===== src/rtl/pattern_scan_ctrl.sv =====
// Pattern-window scan controller: captures a byte, slides a PAT_W window across it, reports a match vector.
// Optional build macro MATCH_COUNT_EN adds a match_cnt output counting matching windows.
module pattern_scan_ctrl #(
  parameter int unsigned DATA_W = 8,
  parameter int unsigned PAT_W = 4,
  parameter logic [PAT_W-1:0] PATTERN = 4'b1010,
  localparam int unsigned NWIN = DATA_W - PAT_W + 1,
  localparam int unsigned IDX_W = $clog2(NWIN),
  localparam int unsigned CNT_W = $clog2(NWIN + 1)
) (
  input  logic              clk,
  input  logic              rst,
  input  logic              start,
  input  logic [DATA_W-1:0] a_in,
  output logic              busy,
  output logic              done,
  output logic [IDX_W-1:0]  win_idx,
`ifdef MATCH_COUNT_EN
  output logic [CNT_W-1:0]  match_cnt,
`endif
  output logic [DATA_W-1:0] result
);

  localparam int unsigned SEL_W = $clog2(DATA_W);

  localparam logic [1:0] S_IDLE = 2'd0;
  localparam logic [1:0] S_SCAN = 2'd1;
  localparam logic [1:0] S_DONE = 2'd2;

  logic [1:0]        state, state_nxt;
  logic [DATA_W-1:0] captured, captured_nxt;
  logic [DATA_W-1:0] result_nxt;
  logic [IDX_W-1:0]  win_idx_nxt;
  logic              busy_nxt, done_nxt;
  logic [SEL_W-1:0]  win_msb;
  logic [PAT_W-1:0]  window;
  logic              hit;
`ifdef MATCH_COUNT_EN
  logic [CNT_W-1:0]  match_cnt_nxt;
`endif

  // Window k is MSB-aligned at k=0 and slides one bit toward the LSB per step.
  always_comb begin
    win_msb = SEL_W'(DATA_W - 1) - SEL_W'(win_idx);
    window  = captured[win_msb -: PAT_W];
    hit     = (window == PATTERN);
  end

  // Next-state and next-output logic.
  always_comb begin
    state_nxt    = state;
    captured_nxt = captured;
    result_nxt   = result;
    win_idx_nxt  = win_idx;
    busy_nxt     = busy;
    done_nxt     = 1'b0;
`ifdef MATCH_COUNT_EN
    match_cnt_nxt = match_cnt;
`endif
    case (state)
      S_IDLE: begin
        if (start) begin
          captured_nxt = a_in;
          result_nxt   = '0;
          win_idx_nxt  = '0;
          busy_nxt     = 1'b1;
          state_nxt    = S_SCAN;
`ifdef MATCH_COUNT_EN
          match_cnt_nxt = '0;
`endif
        end
      end
      S_SCAN: begin
        if (hit) begin
          result_nxt = result | (DATA_W'(1) << (IDX_W'(NWIN - 1) - win_idx));
`ifdef MATCH_COUNT_EN
          match_cnt_nxt = match_cnt + CNT_W'(1);
`endif
        end
        if (win_idx == IDX_W'(NWIN - 1)) begin
          state_nxt = S_DONE;
          done_nxt  = 1'b1;
        end else begin
          win_idx_nxt = win_idx + IDX_W'(1);
        end
      end
      S_DONE: begin
        state_nxt   = S_IDLE;
        busy_nxt    = 1'b0;
        win_idx_nxt = '0;
      end
      default: begin
        state_nxt   = S_IDLE;
        busy_nxt    = 1'b0;
        win_idx_nxt = '0;
      end
    endcase
  end

  // State and output registers.
  always_ff @(posedge clk) begin
    if (rst) begin
      state    <= S_IDLE;
      captured <= '0;
      result   <= '0;
      win_idx  <= '0;
      busy     <= 1'b0;
      done     <= 1'b0;
    end else begin
      state    <= state_nxt;
      captured <= captured_nxt;
      result   <= result_nxt;
      win_idx  <= win_idx_nxt;
      busy     <= busy_nxt;
      done     <= done_nxt;
    end
  end

`ifdef MATCH_COUNT_EN
  always_ff @(posedge clk) begin
    if (rst) begin
      match_cnt <= '0;
    end else begin
      match_cnt <= match_cnt_nxt;
    end
  end
`endif

endmodule


===== config.mk =====
export PLATFORM = sky130hd
export DESIGN_NAME = pattern_scan_ctrl
export DESIGN_NICKNAME = d
export VERILOG_FILES = /design/src/rtl/pattern_scan_ctrl.sv
export SDC_FILE = /design/constraint.sdc
export NUM_CORES = 1
export LEC_CHECK = 0
export ABC_AREA = 1
export CAP_MARGIN = 20
export CORE_ASPECT_RATIO = 1.2
export CORE_UTILIZATION = 44
export DETAILED_ROUTE_END_ITERATION = 10
export MAX_ROUTING_LAYER = met4
export PLACE_DENSITY_LB_ADDON = 0.25
export REMOVE_ABC_BUFFERS = 1
export SLEW_MARGIN = 20
export SYNTH_ARGS = -nofsm -noshare
export SYNTH_HDL_FRONTEND = slang
export SYNTH_SLANG_ARGS = --single-unit

===== constraint.sdc =====
create_clock -name clk -period 1.6 [get_ports clk]
set_clock_uncertainty 0.1 [all_clocks]
set_input_delay 0.24 -clock clk [delete_from_list [all_inputs] [get_ports clk]]
set_output_delay 0.24 -clock clk [all_outputs]
set_load 0.03 [all_outputs]

Word level (Yosys, flattened, before mapping)
Index checks and enable logic that the tools add are counted. W data, S select, Z words.

Add/sub/neg operators: 3. Multipliers: 0. Divide/modulo/power cells: 0. Order comparisons: 0. Equality and inequality tests: 7. Shifts and indexed selects: 2. Mux-type cells: 12. Bitwise logic cells: 2. Reduce and logical (&&, ||, !) cells: 8.

Operators with widths (number): $mux W8 (2); $pmux W8 S2 (1); $shiftx A11 B4 Y4 (1); $ne A2 B2 Y1 const B (4); $or A8 B8 Y8 (1); $reduce_and A2 Y1 (4); $shl A1 B3 Y8 const A (1); $mux W3 (2); $pmux W3 S2 (1); $sub A3 B3 Y3 const A (2); $eq A4 B4 Y1 const B (1); $mux W2 (2); $pmux W2 S2 (1); $add A3 B1 Y3 const B (1); $eq A3 B3 Y1 const B (1); $reduce_and A3 Y1 (1); $eq A2 B1 Y1 const B (1); $logic_not A2 Y1 (1); $mux W1 (2); $pmux W1 S2 (1); $reduce_bool A2 Y1 (1); $reduce_or A2 Y1 (1); $not A1 Y1 (1).

Bits in registers: 23. Bits in latches: 0. RAM bits: 0. Memory bits (read-only): 0. Input port bits: 11. Output and inout bits: 13. Logic and storage cells: 40. Memories kept: 0.

Longest topological paths before layout
Depth after elaboration: 5. Gate-level depth with buffers: 10. Gate-level depth less buffers: 10.

Worst setup path before layout
No wires, ideal clock.

Kind: register to register. Start point: register win_idx[1]. End point: register result[7]. Data arrival time: 1.677 ns. Setup slack: -0.248 ns. Stages on the path, launching flop included: 9. Clock period less this slack: 1.848 ns. Cell sequence: dfxtp_1 > inv_1 > ha_1 > ha_1 > clkbuf_1 > nand2_1 > inv_1 > nand2_1 > a21oi_1.

Word-level cells in the longest chain between the ends: 5.

RTL lines: start: declaration (RTL line 17) `output logic [IDX_W-1:0] win_idx,`; start signal: assignment (RTL line 113) `win_idx <= win_idx_nxt;`; $sub A3 B3 Y3 (on tied branches) (RTL line 44, 75); $shiftx A11 B4 Y4 or $shl A1 B3 Y8 (tied branches) (RTL line 45, 75); $eq A4 B4 Y1 or $or A8 B8 Y8 (tied branches) (RTL line 46, 75); $ne A2 B2 Y1 (no line) or $mux W8 (tied branches); $reduce_and A3 Y1 (no line) or $pmux W8 S2 (tied branches); end signal: assignment (RTL line 112) `result <= result_nxt;`; end: declaration (RTL line 21) `output logic [DATA_W-1:0] result`.

Parallel ways exist; a longest one is shown, timed or not. The select of a mux whose other input is x is not followed. A chain may end at the register's enable or synchronous reset.

Final worst setup path
Start point: register win_idx[2]. End point: output port win_idx[2].

No word-level cell between the ends.

==> qor.txt <==
Nets - 201
Final Wtd Congestion - 0.881
length in cells of the worst reg-to-reg path - 8
status - complete, no violations
Peak VDD IR - 617 uV
Root Buffer - clkbuf_4
CP required - 1.26 ns
Layout Cells excl Fill - 213
critical path launch point type - flop
asr flop ratio synth - 0%
Top FF cell, synth - dfxtp_1
max-cap viol count - 0
total track usage - 19.1%
DR vias - 977
crit path kind - reg -> out
H-tree depth - 1
DRC - 0
clock buffers created by TritonCTS - 3
Placeable Area - 2310 um^2
Die Y - 56.2 um
initial antenna violation count - 0
number of synthesized flops with an enable pin - 0
number of synthesized register bits - 23
Post-CTS Repair Setup Buffers - 0
CP max FO - 6
Least-Margin Pin Slew - 0.321 ns
Final Max Tran Viols - 0
crit-path leading delay family - flip-flops
min cycle time layout - 1.55 ns
Crit-path slowest cell - dfxtp_1
Synth top area share - 42.7%
Hold Crit Depth - 2
Hold WS - 0.354 ns
share of cells above drive strength 1 - 13.7%
Seq/Total Area, Yosys - 42.7%
Final Setup Violations - 0
Cells after DPL - 209
Power Dens Cells - 774 nW/um^2
fmax - 647 MHz
max_slew headroom - 78.7%
clock tree buffer depth - 2
synthesis warning total - 0
Syn Std Cell Area - 1080 um^2
worst-path cell chain - dlygate4sd2_1
Synth Instances - 150
TritonCTS clock tree - done
via-per-instance ratio - 4.59
largest net degree at the start of global routing - 14
Worst setup EP type - primary output
gr ovfl total - 0
CP arrival - 1.21 ns
initial core utilization - 46.7%
Die Wd - 47.2 um
synth top area cells - dfxtp_1 (43%), inv_1 (10%), nand2_1 (8.4%), ha_1 (8.1%), a21oi_1 (7.9%)
Setup TNS - 0 ns
Worst-path clk slew - 0.12 ns
Final Hold Viols - 0
clk_lat worst skew - 0.31 ns
IO Port Bufs - 23
most common cell in the netlist - inv_1
number of cells on the critical path - 1
leading area contributor after synthesis - dfxtp_1
Total Die Area - 2650 um^2
# IOs - 24
Tot Pwr - 1.11 mW
Static Leak - 0.672 nW
Final Instance Area - 1430 um^2
Antenna diodes - 0
WL final - 2130 um
routed len/inst - 10.0 um
Worst Hold Class - reg -> reg
vias in the first global route - 942
Post-DP Area - 1400 um^2
Post-DP HPWL - 1700 um
CP bufs+invs - 1
FP Rows - 19
Synth cell types - 18
Synth top cells by count - inv_1 (29), nand2_1 (24), dfxtp_1 (23), nor2_1 (20), a21oi_1 (17)
Routed Antenna Nets - 0
Tcrit/Tclk final - 96.6%
Iteration-0 DRC Markers - 3
syn_area_per_cell - 7.18 um^2
Layout area overhead - 33.0%
first-pass GRT wire length - 3630 um
crit-path max cell delay - 0.46 ns
TritonRoute pass-1 iters - 2
CTS sink cnt - 23
-- logic make-up after synthesis --
group / Yosys count / synth area share, %
AND/OR/NAND/NOR: 58 / 23.5
buffers and inverters: 33 / 11.5
AO/OA/AOI/OAI: 28 / 13.4
flip-flops: 23 / 42.7
adder cells (fa/ha/maj): 7 / 8.13
XOR/XNOR: 1 / 0.813
-- cells in the final DEF, fill, tap and decap left out, types with 3 or more instances in the layout --
cell type         n
nand2_1          24
dlygate4sd2_1    13
clkbuf_4          3
dfxtp_1          21
nor2_1           20
buf_4             8
a21oi_1          17
ha_1              7
inv_1            29
nand2_2           3
clkdlybuf4s50_1  10
o21ai_0           8
nand3_1           3
-- where the power goes --
group	total, mW	internal [mW]	switching [mW]
logic	0.220	0.0917	0.128
clock network	0.270	0.0935	0.176
registers	0.618	0.602	0.0159
total	1.11	0.787	0.321
-- cell type report --
type | instances | area [um^2]
tap | 31 | 38.8
timing repair buffer | 31 | 274
inverter | 30 | 113
fill | 224 | 873
clock buffer | 3 | 22.5
clock inverter | 1 | 5.00
multi-input combinational | 94 | 517
sequential | 23 | 463
-- flip-flops by register name (all words and copies together), names as in the netlist --
signal / cells
busy: 1
state: 2
result: 8
done: 1
win_idx: 3
captured: 8
-- layer usage --
layer  global-route usage (%)  part of all wire [%]  vias to the layer above
met1                     19.8                    43                      424
li1                         -                     -                      526
met5                        -                     0                        -
met2                     33.9                    52                       20
met4                     7.35                   2.4                        0
met3                     2.92                   2.5                        7
-- final timing paths --
kind / start / to / slack (ns)
worst max-delay path: win_idx[2] / win_idx[2] / 0.05
worst min-delay path: result[4] / result[4] / 0.35
worst max register to register: win_idx[1] / win_idx[2] / 0.11
worst min register to register: result[4] / result[4] / 0.35
-- stage by stage --
| stage | utilization [%] | worst slack (ns) |
|---|---|---|
| after global placement | 60.5 | 0.113 |
| after CTS | 61.0 | 0.0261 |
| after floorplan | - | -0.161 |
| final | 62.1 | 0.0545 |
| after global routing | 62.1 | -0.00529 |
| after detailed placement | 60.5 | 0.0309 |
-- repair_timing --
| item | 4_1_cts | 5_1_grt |
|---|---|---|
| resized for setup | 13 | 7 |
| endpoints found under the setup margin | 13 | 11 |
| hold buffers | 0 | 0 |
Power figures use the tool's default switching activity.
